$ cat config.mk
export PLATFORM = sky130hd
export DESIGN_NAME = spi_port_arbiter
export DESIGN_NICKNAME = d
export VERILOG_FILES = /design/src/rtl/spi_port_arbiter.sv
export SDC_FILE = /design/constraint.sdc
export NUM_CORES = 1
export LEC_CHECK = 0
export ABC_CLOCK_PERIOD_IN_PS = 5100
export CORE_ASPECT_RATIO = 0.9
export CORE_MARGIN = 2
export CORE_UTILIZATION = 50
export CTS_CLUSTER_SIZE = 25
export DETAILED_ROUTE_END_ITERATION = 16
export PLACE_DENSITY_LB_ADDON = 0.15
export SYNTH_ARGS = -nofsm -noshare
export SYNTH_HDL_FRONTEND = slang
export SYNTH_SLANG_ARGS = --single-unit
$ cat constraint.sdc
create_clock -name busclk_i -period 5.1 [get_ports busclk_i]
set_input_delay 1.02 -clock busclk_i [delete_from_list [all_inputs] [get_ports busclk_i]]
set_output_delay 1.02 -clock busclk_i [all_outputs]
set_load 0.02 [all_outputs]
$ cat src/rtl/spi_port_arbiter.sv
// spi_port_arbiter
// ----------------
// Shares the SPI client's 8-bit register port (A/D/nRD/nWR) between two bus
// requesters (r0 = host CPU bridge, r1 = packet DMA engine). Each access is
// sequenced as SETUP -> STROBE (STROBE_CYC cycles) -> RECOVER (RECOVER_CYC
// cycles). When nobody is asking for the port, the status register at
// address 1 is read every POLL_DIV idle cycles and mirrored on status_o.
//
// Ports
//   busclk_i, reset_i          clock and synchronous active-high reset
//   rN_req_i/wr_i/addr_i/
//   rN_wdata_i/lock_i          requester N access request (held until done)
//   rN_gnt_o                   requester N owns the port (SETUP..RECOVER)
//   rN_done_o                  one-cycle completion pulse
//   rN_rdata_o                 last read data returned to requester N
//   spi_A_o/spi_D_o            address / write data to the SPI client
//   spi_D_i                    read data from the SPI client
//   spi_nRD_o/spi_nWR_o        active-low strobes
//   status_o/status_chg_o      polled status shadow and its change pulse
//
// All outputs are registered so the strobes and address lines toggle
// cleanly off the clock edge.

module spi_port_arbiter #(
    parameter int STROBE_CYC  = 2,
    parameter int RECOVER_CYC = 1,
    parameter int POLL_DIV    = 64
) (
    input  logic       busclk_i,
    input  logic       reset_i,

    input  logic       r0_req_i,
    input  logic       r0_wr_i,
    input  logic [3:0] r0_addr_i,
    input  logic [7:0] r0_wdata_i,
    input  logic       r0_lock_i,
    output logic       r0_gnt_o,
    output logic       r0_done_o,
    output logic [7:0] r0_rdata_o,

    input  logic       r1_req_i,
    input  logic       r1_wr_i,
    input  logic [3:0] r1_addr_i,
    input  logic [7:0] r1_wdata_i,
    input  logic       r1_lock_i,
    output logic       r1_gnt_o,
    output logic       r1_done_o,
    output logic [7:0] r1_rdata_o,

    output logic [3:0] spi_A_o,
    output logic [7:0] spi_D_o,
    input  logic [7:0] spi_D_i,
    output logic       spi_nRD_o,
    output logic       spi_nWR_o,

    output logic [7:0] status_o,
    output logic       status_chg_o
);

    localparam int PCW = (POLL_DIV > 1) ? $clog2(POLL_DIV) : 1;
    localparam logic [PCW-1:0] POLL_LAST = (POLL_DIV > 0) ? PCW'(POLL_DIV - 1) : '0;
    localparam bit POLL_EN = (POLL_DIV != 0);
    localparam logic [3:0] STROBE_LAST  = 4'(STROBE_CYC - 1);
    localparam logic [3:0] RECOVER_LAST = 4'(RECOVER_CYC - 1);

    typedef enum logic [1:0] {IDLE, SETUP, STROBE, RECOVER} state_t;
    typedef enum logic [1:0] {OWN_R0, OWN_R1, OWN_POLL} owner_t;

    state_t         state_q, state_d;
    owner_t         owner_q, owner_d;
    logic [3:0]     phaseCnt_q, phaseCnt_d;
    logic [PCW-1:0] pollCnt_q, pollCnt_d;
    logic           lastR1_q, lastR1_d;

    logic [3:0] spiA_q;
    logic [7:0] spiD_q;
    logic       isWr_q;
    logic       nRd_q, nWr_q;
    logic       gnt0_q, gnt1_q;
    logic       done0_q, done1_q;
    logic [7:0] rdata0_q, rdata1_q;
    logic [7:0] status_q;
    logic       statusChg_q;

    logic [3:0] selAddr;
    logic [7:0] selData;
    logic       selWr;
    logic       strobeLast;
    logic       ownerHolds;

    // The read capture happens on the edge that leaves the last strobe
    // cycle, so done/rdata/status appear in the first RECOVER cycle.
    assign strobeLast = (state_q == STROBE) && (phaseCnt_q == STROBE_LAST);

    // A locked owner that still requests keeps the port without re-arbitration.
    assign ownerHolds = ((owner_q == OWN_R0) && r0_lock_i && r0_req_i) ||
                        ((owner_q == OWN_R1) && r1_lock_i && r1_req_i);

    // Next-state logic: arbitration in IDLE, fixed-length phase counting
    // elsewhere. lastR1 records whether r1 was the last requester granted.
    always_comb begin
        state_d    = state_q;
        owner_d    = owner_q;
        phaseCnt_d = phaseCnt_q;
        pollCnt_d  = pollCnt_q;
        lastR1_d   = lastR1_q;
        case (state_q)
            IDLE: begin
                phaseCnt_d = 4'd0;
                if (r0_req_i || r1_req_i) begin
                    if (r0_req_i && r1_req_i) begin
                        owner_d = lastR1_q ? OWN_R0 : OWN_R1;
                    end else if (r0_req_i) begin
                        owner_d = OWN_R0;
                    end else begin
                        owner_d = OWN_R1;
                    end
                    lastR1_d  = (owner_d == OWN_R1);
                    pollCnt_d = '0;
                    state_d   = SETUP;
                end else if (POLL_EN && (pollCnt_q == POLL_LAST)) begin
                    owner_d   = OWN_POLL;
                    pollCnt_d = '0;
                    state_d   = SETUP;
                end else if (POLL_EN) begin
                    pollCnt_d = pollCnt_q + 1'b1;
                end
            end
            SETUP: begin
                phaseCnt_d = 4'd0;
                state_d    = STROBE;
            end
            STROBE: begin
                if (phaseCnt_q == STROBE_LAST) begin
                    phaseCnt_d = 4'd0;
                    state_d    = RECOVER;
                end else begin
                    phaseCnt_d = phaseCnt_q + 4'd1;
                end
            end
            RECOVER: begin
                if (phaseCnt_q == RECOVER_LAST) begin
                    phaseCnt_d = 4'd0;
                    state_d    = ownerHolds ? SETUP : IDLE;
                end else begin
                    phaseCnt_d = phaseCnt_q + 4'd1;
                end
            end
            default: state_d = IDLE;
        endcase
    end

    // Address/data/direction of whoever will own the next access; the poller
    // always reads address 1 and drives zero data.
    always_comb begin
        selAddr = 4'd1;
        selData = 8'h00;
        selWr   = 1'b0;
        case (owner_d)
            OWN_R0: begin
                selAddr = r0_addr_i;
                selData = r0_wdata_i;
                selWr   = r0_wr_i;
            end
            OWN_R1: begin
                selAddr = r1_addr_i;
                selData = r1_wdata_i;
                selWr   = r1_wr_i;
            end
            default: ;
        endcase
    end

    // Sequencer state registers.
    always_ff @(posedge busclk_i) begin
        if (reset_i) begin
            state_q    <= IDLE;
            owner_q    <= OWN_R0;
            phaseCnt_q <= 4'd0;
            pollCnt_q  <= '0;
            lastR1_q   <= 1'b1;
        end else begin
            state_q    <= state_d;
            owner_q    <= owner_d;
            phaseCnt_q <= phaseCnt_d;
            pollCnt_q  <= pollCnt_d;
            lastR1_q   <= lastR1_d;
        end
    end

    // Registered port outputs, computed from the next state so each output
    // changes on the same edge as the state it belongs to. A/D are latched
    // on entry to SETUP and then held, so the requester may drop its inputs.
    always_ff @(posedge busclk_i) begin
        if (reset_i) begin
            spiA_q      <= 4'd0;
            spiD_q      <= 8'h00;
            isWr_q      <= 1'b0;
            nRd_q       <= 1'b1;
            nWr_q       <= 1'b1;
            gnt0_q      <= 1'b0;
            gnt1_q      <= 1'b0;
            done0_q     <= 1'b0;
            done1_q     <= 1'b0;
            rdata0_q    <= 8'h00;
            rdata1_q    <= 8'h00;
            status_q    <= 8'h00;
            statusChg_q <= 1'b0;
        end else begin
            if (state_d == SETUP) begin
                spiA_q <= selAddr;
                spiD_q <= selData;
                isWr_q <= selWr;
            end
            nRd_q   <= !((state_d == STROBE) && !isWr_q);
            nWr_q   <= !((state_d == STROBE) && isWr_q);
            gnt0_q  <= (state_d != IDLE) && (owner_d == OWN_R0);
            gnt1_q  <= (state_d != IDLE) && (owner_d == OWN_R1);
            done0_q <= strobeLast && (owner_q == OWN_R0);
            done1_q <= strobeLast && (owner_q == OWN_R1);
            if (strobeLast && (owner_q == OWN_R0) && !isWr_q) begin
                rdata0_q <= spi_D_i;
            end
            if (strobeLast && (owner_q == OWN_R1) && !isWr_q) begin
                rdata1_q <= spi_D_i;
            end
            if (strobeLast && (owner_q == OWN_POLL)) begin
                status_q    <= spi_D_i;
                statusChg_q <= (spi_D_i != status_q);
            end else begin
                statusChg_q <= 1'b0;
            end
        end
    end

    assign r0_gnt_o     = gnt0_q;
    assign r1_gnt_o     = gnt1_q;
    assign r0_done_o    = done0_q;
    assign r1_done_o    = done1_q;
    assign r0_rdata_o   = rdata0_q;
    assign r1_rdata_o   = rdata1_q;
    assign spi_A_o      = spiA_q;
    assign spi_D_o      = spiD_q;
    assign spi_nRD_o    = nRd_q;
    assign spi_nWR_o    = nWr_q;
    assign status_o     = status_q;
    assign status_chg_o = statusChg_q;

endmodule

Word-level counts from Yosys, hierarchy flattened

Index checks and enable logic that the tools add are counted.

Output and inout bits: 43
Bits in registers: 59

Bitwise logic cells: 1
Muxes and demuxes: 22
$add $sub $neg: 2
Eq/ne operators: 12
Reductions and logical operators: 28

Operators with widths:

| kind                | count |
|---|---|
| $mux 2              | 9 |
| $pmux 8 s2          | 1 |
| $logic_and 1x1->1   | 15 |
| $mux 6              | 2 |
| $pmux 4 s3          | 1 |
| $eq 2x1->1 const B  | 5 |
| $eq 2x2->1 const B  | 4 |
| $mux 4              | 2 |
| $ne 8x8->1          | 1 |
| $pmux 2 s4          | 1 |
| $pmux 4 s2          | 1 |
| $add 6x1->6 const B | 1 |
| $eq 6x6->1 const B  | 1 |
| $logic_not 2->1     | 3 |
| $add 4x1->4 const B | 1 |
| $eq 4x1->1 const B  | 1 |
| $logic_not 4->1     | 1 |
| $mux 1              | 4 |
| $reduce_or 2->1     | 2 |
| $logic_not 1->1     | 3 |
| $logic_or 1x1->1    | 2 |
| $pmux 1 s2          | 1 |
| $reduce_and 2->1    | 1 |
| $reduce_bool 2->1   | 1 |
| $not 1->1           | 1 |

Longest topological paths before layout

Gate-level depths: netlist (run 1).

Depth after elaboration: 10
Gate-level depth with buffers: 9
Gate-level depth less buffers: 7

Worst setup path before layout (run 1)

No wires, ideal clock.

Kind: input -> register
From: input r0_req_i
To: register spiA_q[1], in the netlist spi_A_o[1]
Setup slack: 2.672 ns
Data required time: 4.965 ns
Setup time: 0.135 ns
Arrival: 2.293 ns
Stages: 7
Path through: buf_6 > or3b_4 > a32oi_4 > a221oi_2 > buf_6 > a221oi_2 > nor3_2

Word-level cells in the longest chain between the ends: 8
Elaborated cells on any way between the ends: 18

RTL lines:

| item                                                 | line     | RTL |
|---|---|---|
| start, declared                                      | 32       | `input logic r0_req_i,` |
| $mux 1 / $logic_and 1x1->1 (equally long branches)   | 113, 111 |  |
| $mux 1                                               | 111      | `if (r0_req_i && r1_req_i) begin` |
| $mux 2                                               | 110      | `if (r0_req_i \|\| r1_req_i) begin` |
| $mux 2                                               | 107      | `case (state_q)` |
| $mux 2                                               | 110      |  |
| $mux 2                                               | 107      |  |
| $eq 2x1->1 / $logic_not 2->1 (equally long branches) | 159      | `case (owner_d)` |
| $pmux 4 s2                                           | 159      |  |
| end signal, assigned                                 | 211      | `spiA_q <= selAddr;` |
| end, declared                                        | 75       | `logic [3:0] spiA_q;` |

Several ways; a longest one is shown, not always the timed one. The select of a mux whose other input is x is not followed.
A chain may end at the register's enable or synchronous reset.

Worst setup path after layout (run 1)

From: input r1_req_i
To: register spiD_q[2], in the netlist spi_D_o[2]

Word-level cells in the longest chain between the ends: 8
Elaborated cells on any way between the ends: 17

RTL lines:

| item                                                 | line | RTL |
|---|---|---|
| start, declared                                      | 41   | `input logic r1_req_i,` |
| $logic_and 1x1->1                                    | 111  |  |
| $mux 1                                               | 111  |  |
| $mux 2                                               | 110  |  |
| $mux 2                                               | 107  |  |
| $mux 2                                               | 110  |  |
| $mux 2                                               | 107  |  |
| $eq 2x1->1 / $logic_not 2->1 (equally long branches) | 159  |  |
| $pmux 8 s2                                           | 159  |  |
| end signal, assigned                                 | 212  | `spiD_q <= selData;` |
| end, declared                                        | 76   | `logic [7:0] spiD_q;` |

Several ways; a longest one is shown, not always the timed one. The select of a mux whose other input is x is not followed.

==> flow_summary.ini, run 1 <==
[global_routing]
grt_max_degree = 54
grt-ovfl-total = 0
grt_use_total_pct = 21.79
grt_pass1_wl_um = 10070
grt_pass1_vias = 2108
antenna_found_initial = 0

[route]
vias_per_cell = 5.389
post_drt_wl_per_cell_um = 15.40
routed_wl_um = 6377
first_pass_iters = 4
first_iter_violations = 89
ant_nets = 0
drc = 0
num_vias = 2231

[worst_setup_path]
critPathMaxFanout = 12
crit_type = in2reg
cp-start-kind = input port
end_kind = register
setup.worst_path.start = r1_req_i
critical-path-max-stage-delay_ns = 0.65
worstPathRequired_ns = 5.34
path_buf_inv = 1
path_cells = clkdlybuf4s50_1, nor4_4, o21a_1, nand3b_1, a221oi_1, nor3_1
cp_slowest_cell = clkdlybuf4s50_1
crit_family = simple AND/OR/NAND/NOR gates
reg2reg_from = pollCnt_q[0]$_SDFFE_PP0N_
cp_data_arrival_time_ns = 3.33

[clocking]
cts-root-buf = clkbuf_8
cts_max_level = 3
cts_tree = yes
cts.sinks = 59
hold_buffers = 0
path_clk_slew_ns = 0.06
numCtsBuffers = 9
clk_path_buf_depth = 2
post_cts_buffers = 0
cts_resized = 0
clock_latency_ns = 0.33

[die]
die_h_um = 74.12
dieArea_um2 = 6071
num_rows = 25
core_area_um2 = 5255
start_util_pct = 51.98
die_x_um = 81.91
ioPinCount = 83

[min_path]
hold_path.class = reg2reg
hp-start = r1_rdata_o[2]$_SDFFE_PP0P_

[final_layout]
nNetsFinal = 387
drive_gt1_share_pct = 13.54
syn_to_final_growth_pct = 36.28
final_cell_mix = clkdlybuf4s50_1 (81), dfxtp_1 (59), nor2_1 (50)
fin_cells = 414
mostFrequentLayoutCell = clkdlybuf4s50_1
antennaDiodeCount = 0

[run]
drv_cap = 0

[pwr]
p_leak_nw = 1.385
peakVddDrop_uv = 251.9
pwr_density_cell_nw_per_um2 = 395.4

[sta]
rsz0062_at_grt = no
tns_ns = 0
worst_pin_slew_ns = 1.078
setup_violations = 0
fin_skew_ns = 0.006664
max_freq_mhz = 324.2
min_period_ns = 3.084
slew-limit-headroom_pct = 28.12
slew_violations = 0
post-route-period-util_pct = 60.47
hold_viol = 0

[synthesis]
syn_nets = 311
synth_top_family_by_area = simple AND/OR/NAND/NOR gates
synth_top_area_share_pct = 43.24
ys_top_cells_by_area = dfxtp_1 (43%), mux2i_1 (10%), nor2_1 (6.9%)
synth_edf_count = 0
syn_avg_cell_area_um2 = 10.23
synth_seq_cells = 59
ys_warn_count = 0
synth-xor-area-share_pct = 3.207
synthAdderAreaFrac_pct = 1.832
synth_compound_area_share_pct = 13.70
synth-simple-area-share_pct = 22.35
yosysUniqueCellTypes = 50
synth_area_um2 = 2731
synth_mux_area_share_pct = 10.26
synthArstFlopShare_pct = 0
synth_top_area_cell = dfxtp_1
syn_inst = 267
synth_flop_cell = dfxtp_1
ys_seq_area_share_pct = 43.24

[placement]
dpl.hpwl_um = 4301
portBuffers = 82
placed_cells = 399
gp_congestion = 0.7842

[run_status]
outcome = finished, final reports clean
-- where the power goes --
part           total [W]  internal, W  switching [W]
logic           0.000486     0.000216       0.000270
registers       0.000570     0.000518      0.0000514
clock network   0.000416     0.000249       0.000166
-- cell type report --
class / count / area [µm²]
Fill cell: 423 / 1533
Multi-Input combinational cell: 181 / 1403
Sequential cell: 59 / 1181
Timing Repair Buffer: 84 / 830.8
Clock buffer: 13 / 158.9
Tap cell: 67 / 83.83
Clock inverter: 2 / 35.03
Inverter: 8 / 30.03
-- routing by layer --
metal,GRT usage [%],up-vias,wire length [µm]
met1,27.98,1045,2897
li1,-,1106,-
met4,9.444,0,106
met3,6.675,10,514
met5,0,-,0
met2,34.06,70,2858
-- synthesized netlist by cell type, types with 2 or more instances --
master,instances
clkbuf_1,5
buf_6,4
nor4_1,6
inv_2,2
ha_1,4
a211oi_1,2
a21oi_1,6
inv_1,6
buf_4,2
buf_2,7
o21ai_0,3
nor4_4,2
dfxtp_1,59
mux2i_1,28
nor3_1,7
and3_1,2
nor2_1,50
nand3b_1,6
a221oi_2,10
a221oi_1,3
nand2b_1,2
nand2_1,4
nor3_2,9
nand3_1,3
o311ai_0,2
xor2_1,9
-- through the flow --
step	total power, W	area [µm²]	setup slack (ns)	utilization [%]	hold slack, ns
3_3_place_gp	0.001056	3528	1.808	67.14	0.4646
3_5_place_dp	0.001069	3528	1.657	67.14	0.4699
6_report	0.001472	3722	2.016	70.83	0.4899
5_1_grt	0.001554	3722	1.840	70.83	0.5237
4_1_cts	0.001485	3722	1.987	70.83	0.4915
2_1_floorplan	0.0009127	2731	2.672	-	0.4446
-- logic make-up after synthesis --
kind of cell    Yosys count
xor+xnor                 10
fa+ha+maj                 4
compound gates           37
buf+inv                  27
mux                      28
flops                    59
simple gates            102
-- flip-flops by register name (all words and copies together), names as in the netlist, 2 cells and up --
name and count:
r0_rdata_o 8, owner_q 2, r1_rdata_o 8, status_o 8, pollCnt_q 6, state_q 2
phaseCnt_q 4, spi_A_o 4, spi_D_o 8
-- tightest hold or removal path: cells and delay by family, from the launching register on --
family | cells | cell delay, ns
flip-flops | 1 | 0.32
multiplexers | 1 | 0.06
AND/OR/NAND/NOR | 1 | 0.07
-- worst paths after layout --
| path | endpoint | slack, ns | depth (start not counted) |
|---|---|---|---|
| max | spi_D_o[2]$_SDFFE_PP0N_ | 2.02 | 6 |
| min | r1_rdata_o[2]$_SDFFE_PP0P_ | 0.49 | 2 |
| max reg2reg | spi_D_o[2]$_SDFFE_PP0N_ | 2.71 | 6 |
| min reg2reg | r1_rdata_o[2]$_SDFFE_PP0P_ | 0.49 | 2 |
Power figures use the tool's default switching activity.
==> inputs of run 2 (changes only) <==
--- a/config.mk
+++ b/config.mk
@@ -5,10 +5,10 @@
 export SDC_FILE = /design/constraint.sdc
 export NUM_CORES = 1
 export LEC_CHECK = 0
-export ABC_CLOCK_PERIOD_IN_PS = 5100
+export ABC_CLOCK_PERIOD_IN_PS = 3050
 export CORE_ASPECT_RATIO = 0.9
 export CORE_MARGIN = 2
-export CORE_UTILIZATION = 50
+export CORE_UTILIZATION = 47
 export CTS_CLUSTER_SIZE = 25
 export DETAILED_ROUTE_END_ITERATION = 16
 export PLACE_DENSITY_LB_ADDON = 0.15
==> constraint.sdc (replaced) <==
create_clock -name busclk_i -period 3.05 [get_ports busclk_i]
set_input_delay 0.61 -clock busclk_i [delete_from_list [all_inputs] [get_ports busclk_i]]
set_output_delay 0.61 -clock busclk_i [all_outputs]
set_load 0.02 [all_outputs]
==> flow_summary.ini, run 2 (synthesis results as in run 1) <==
[run_status]
outcome = finished, final reports clean

[die]
dieArea_um2 = 6438
num_rows = 26
die_x_um = 84.36
die_h_um = 76.32
start_util_pct = 48.25
core_area_um2 = 5660
ioPinCount = 83

[worst_setup_path]
worst_r2r_path_depth = 6
cp-start-kind = input port
rrSetupSlack_ns = 0.88
cp_data_arrival_time_ns = 2.67
reg2reg_from = state_q[1]$_SDFF_PP0_
timing.rr.end = spi_D_o[1]$_SDFFE_PP0N_
worstPathRequired_ns = 3.28
end_kind = register
critPathMaxFanout = 14
crit_type = in2reg

[clocking]
path_clk_slew_ns = 0.06
numCtsBuffers = 9
cts_max_level = 3
clk_path_buf_depth = 2
cts_tree = yes
post_cts_buffers = 0
cts.sinks = 59
cts-root-buf = clkbuf_8
clock_latency_ns = 0.32
hold_buffers = 0
cts_resized = 0

[pwr]
clockPowerShare_pct = 28.1
p_leak_nw = 1.399
p_sw_share_pct = 33.23
switchingPower_w = 0.0008229
power_w = 0.002477
pwr_density_cell_nw_per_um2 = 660.8
comb_power_share_pct = 33.4
p_int_w = 0.001654
p_seq_share_pct = 38.5
peakVddDrop_uv = 408.2

[global_routing]
grt_max_degree = 32
grt_pass1_wl_um = 10400
grt-ovfl-total = 0
grt_pass1_vias = 2145
antenna_found_initial = 0
grt_use_total_pct = 20.07

[min_path]
hold_end = phaseCnt_q[0]$_SDFF_PP0_
hold_path.class = reg2reg
hold_depth = 1
hp-start = phaseCnt_q[0]$_SDFF_PP0_

[route]
drc = 0
vias_per_cell = 5.310
post_drt_wl_per_cell_um = 14.86
routed_wl_um = 6242
first_pass_iters = 4
ant_nets = 0
first_iter_violations = 72
num_vias = 2230

[final_layout]
syn_to_final_growth_pct = 37.24
antennaDiodeCount = 0
fillCellCount = 494
final_cell_area_um2 = 3749
regArea_um2 = 1181
mostFrequentLayoutCell = clkdlybuf4s50_1
final_cell_mix = clkdlybuf4s50_1 (81), dfxtp_1 (59), nor2_1 (50)
drive_gt1_share_pct = 14.29
nNetsFinal = 390
final_util_pct = 66.22
multi_input_area_um2 = 1403

[sta]
max_freq_mhz = 410.6
min_period_ns = 2.435
slew_violations = 0
worst_pin_slew_ns = 0.8685
fin_skew_ns = 0.004878
tns_ns = 0
setup_violations = 0
rsz0062_at_grt = no
post-route-period-util_pct = 79.85
hold_viol = 0
slew-limit-headroom_pct = 41.36

[placement]
placed_cell_area_um2 = 3555
dpl.hpwl_um = 4497
gp_congestion = 0.8378
portBuffers = 82

[run]
drv_cap = 0
## run 2: cell type report
class,count,area share (%)
repair buffers,87,22.76
clock buffers,13,4.239
flip-flops and latches,59,31.51
well taps,70,2.336
multi-input cells,181,37.42
inverters,8,0.8011
clock inverters,2,0.9346
## run 2: stage by stage
stage          hold WS (ns)  worst slack (ns)  std cells
2_1_floorplan        0.4446             1.032        267
3_3_place_gp         0.4627            0.3705        405
3_5_place_dp         0.4717            0.2797        405
4_1_cts              0.4869            0.6334        420
5_1_grt              0.5117            0.5072        420
6_report             0.4832            0.6146        420
## run 2: how the worst max path moves through the flow
stage	to	start
2_1_floorplan	spi_A_o[1]$_SDFFE_PP0N_	r0_req_i
5_1_grt	spi_A_o[0]$_SDFFE_PP0N_	r1_req_i
3_5_place_dp	spi_A_o[0]$_SDFFE_PP0N_	r1_req_i
3_3_place_gp	spi_A_o[0]$_SDFFE_PP0N_	r1_req_i
6_report	spi_A_o[0]$_SDFFE_PP0N_	r1_req_i
4_1_cts	spi_A_o[0]$_SDFFE_PP0N_	r1_req_i
## run 2: metal layers
metal	GRT usage, %	share of wire [%]	up-vias
met5	0	0	-
met4	6.667	0.70	0
met3	6.826	8.4	4
met2	29.76	44	75
met1	27.48	47	1033
li1	-	-	1118
## run 2: critical path, stage by stage
cell and delay [ns]:
clkdlybuf4s50_1 0.66, nor4_4 0.52, o21a_1 0.23, and3b_1 0.34, a311oi_1 0.30
## run 2: power groups by stage
| stage | clock (W) | sequential (W) | combinational (W) |
|---|---|---|---|
| after floorplan | 0 | 0.00102 | 0.000503 |
| after global placement | 0 | 0.000968 | 0.000819 |
| after detailed placement | 0 | 0.000971 | 0.000832 |
| after CTS | 0.000719 | 0.000955 | 0.000835 |
| after global routing | 0.000751 | 0.000969 | 0.000899 |
| final | 0.000696 | 0.000953 | 0.000828 |
==> inputs of run 3 (changes only) <==
--- a/config.mk
+++ b/config.mk
@@ -5,10 +5,10 @@
 export SDC_FILE = /design/constraint.sdc
 export NUM_CORES = 1
 export LEC_CHECK = 0
-export ABC_CLOCK_PERIOD_IN_PS = 3050
+export ABC_CLOCK_PERIOD_IN_PS = 2000
 export CORE_ASPECT_RATIO = 0.9
 export CORE_MARGIN = 2
-export CORE_UTILIZATION = 47
+export CORE_UTILIZATION = 42
 export CTS_CLUSTER_SIZE = 25
 export DETAILED_ROUTE_END_ITERATION = 16
 export PLACE_DENSITY_LB_ADDON = 0.15
==> constraint.sdc (replaced) <==
create_clock -name busclk_i -period 2 [get_ports busclk_i]
set_input_delay 0.4 -clock busclk_i [delete_from_list [all_inputs] [get_ports busclk_i]]
set_output_delay 0.4 -clock busclk_i [all_outputs]
set_load 0.02 [all_outputs]
==> flow_summary.ini, run 3 (synthesis results as in run 1) <==
[run_status]
outcome = finished, final reports clean

[clocking]
cts.sinks = 59
post_cts_buffers = 0
cts_tree = yes
path_clk_slew_ns = 0.07
cts_max_level = 3
clock_latency_ns = 0.32
numCtsBuffers = 9
hold_buffers = 0
cts_resized = 0
clk_path_buf_depth = 2
cts-root-buf = clkbuf_8

[sta]
slew-limit-headroom_pct = 64.05
holdWs_ns = 0.3626
min_period_ns = 1.906
setup_violations = 0
worst_pin_slew_ns = 0.5393
rsz0062_at_grt = no
fin_skew_ns = 0.005272
tns_ns = 0
max_freq_mhz = 524.7
slew_violations = 0
post-route-period-util_pct = 95.29
hold_viol = 0

[pwr]
p_sw_share_pct = 32.52
clockPowerShare_pct = 28.4
p_int_w = 0.002683
comb_power_share_pct = 35.6
pwr_density_cell_nw_per_um2 = 994.2
switchingPower_w = 0.001293
power_w = 0.003975
p_seq_share_pct = 36.0
peakVddDrop_uv = 502.4
p_leak_nw = 1.526

[final_layout]
mostFrequentLayoutCell = clkdlybuf4s50_1
fillCellCount = 533
drive_gt1_share_pct = 20.70
nNetsFinal = 411
syn_to_final_growth_pct = 46.40
multi_input_area_um2 = 1418
final_cell_mix = clkdlybuf4s50_1 (81), dfxtp_1 (59), nor2_1 (49)
regArea_um2 = 1181
antennaDiodeCount = 0
final_cell_area_um2 = 3999

[global_routing]
grt_max_degree = 53
grt_pass1_wl_um = 10450
grt_pass1_vias = 2195
antenna_found_initial = 0
grt-ovfl-total = 0
grt_use_total_pct = 18.56

[route]
drc = 0
post_drt_wl_per_cell_um = 14.25
first_pass_iters = 4
ant_nets = 0
num_vias = 2305
first_iter_violations = 102
vias_per_cell = 5.022
routed_wl_um = 6543

[worst_setup_path]
crit_type = in2reg
critPathMaxFanout = 13
worst_r2r_path_depth = 8
timing.rr.end = spi_D_o[1]$_SDFFE_PP0N_
worstPathRequired_ns = 2.21
rrSetupSlack_ns = 0.11
reg2reg_from = pollCnt_q[0]$_SDFFE_PP0N_
end_kind = register
cp_data_arrival_time_ns = 2.11
cp-start-kind = input port

[placement]
dpl.hpwl_um = 4803
gp_congestion = 0.8594
portBuffers = 82
placed_cell_area_um2 = 3771

[die]
num_rows = 27
ioPinCount = 83
dieArea_um2 = 7165
core_area_um2 = 6216
die_h_um = 80.51
start_util_pct = 43.94
die_x_um = 89.01

[min_path]
hp-start = reset_i
hold_path.class = in2reg
hold_depth = 3
hold_end = lastR1_q$_SDFFE_PP1P_

[run]
drv_cap = 0
[run 3: cell count changes in the layout (fill, tap and decap cells not counted)]
cell and change:
buf_4 +18, clkbuf_8 +1, nor2_2 +1, o32ai_2 +1
clkinv_2 +1, buf_12 +3, clkinvlp_4 +1, clkbuf_1 -2
nand3_2 +1, nand3_1 -1, o32ai_1 -1, nor2_1 -1
[run 3: critical path, stage by stage]
cell and delay, ns:
clkdlybuf4s50_1 0.48, or3b_4 0.41, a32oi_4 0.19, a221oi_2 0.07, buf_12 0.17, a221oi_1 0.31
nor3_1 0.07
[run 3: cell type report]
class,instances,share of cell area [%]
clock buffer,12,4.130
clock inverter,4,1.189
inverter,8,0.7509
multi-input combinational,181,35.45
sequential,59,29.54
tap,87,2.722
timing repair buffer,108,26.22
[run 3: power by group through the flow]
| stage | Clock, W | Sequential, W | Combinational (W) |
|---|---|---|---|
| 2_1_floorplan | 0 | 0.00156 | 0.000768 |
| 3_3_place_gp | 0 | 0.00145 | 0.00141 |
| 3_5_place_dp | 0 | 0.00146 | 0.00142 |
| 4_1_cts | 0.00116 | 0.00143 | 0.00143 |
| 5_1_grt | 0.00122 | 0.00145 | 0.00153 |
| 6_report | 0.00113 | 0.00143 | 0.00142 |
[run 3: metal layers]
metal	wire (µm)	global-route usage, %	part of all wire, %	up-vias
met3	505	4.728	7.7	6
met5	0	0	0	-
met2	2812	28.36	43	78
met1	3169	25.93	48	1065
met4	55	4.925	0.84	0
li1	-	-	-	1156
[run 3: how the worst max path moves through the flow]
stage / start / end / slack [ns]
6_report: r0_req_i / spi_D_o[1]$_SDFFE_PP0N_ / 0.09
5_1_grt: pollCnt_q[0]$_SDFFE_PP0N_ / spi_A_o[0]$_SDFFE_PP0N_ / 0.004
4_1_cts: pollCnt_q[0]$_SDFFE_PP0N_ / spi_D_o[1]$_SDFFE_PP0N_ / 0.08
3_5_place_dp: r0_req_i / spi_D_o[0]$_SDFFE_PP0N_ / -0.25
3_3_place_gp: r0_req_i / spi_D_o[0]$_SDFFE_PP0N_ / -0.21
2_1_floorplan: r0_req_i / spi_A_o[1]$_SDFFE_PP0N_ / 0.19
[run 3: metrics by stage]
step                      setup slack, ns  util, %  cells
after floorplan                    0.1922        -    267
after global placement            -0.2080    60.67    443
after detailed placement          -0.2482    60.67    443
after CTS                         0.08456    64.09    459
after global routing             0.004150    64.33    459
final                             0.09416    64.33    459
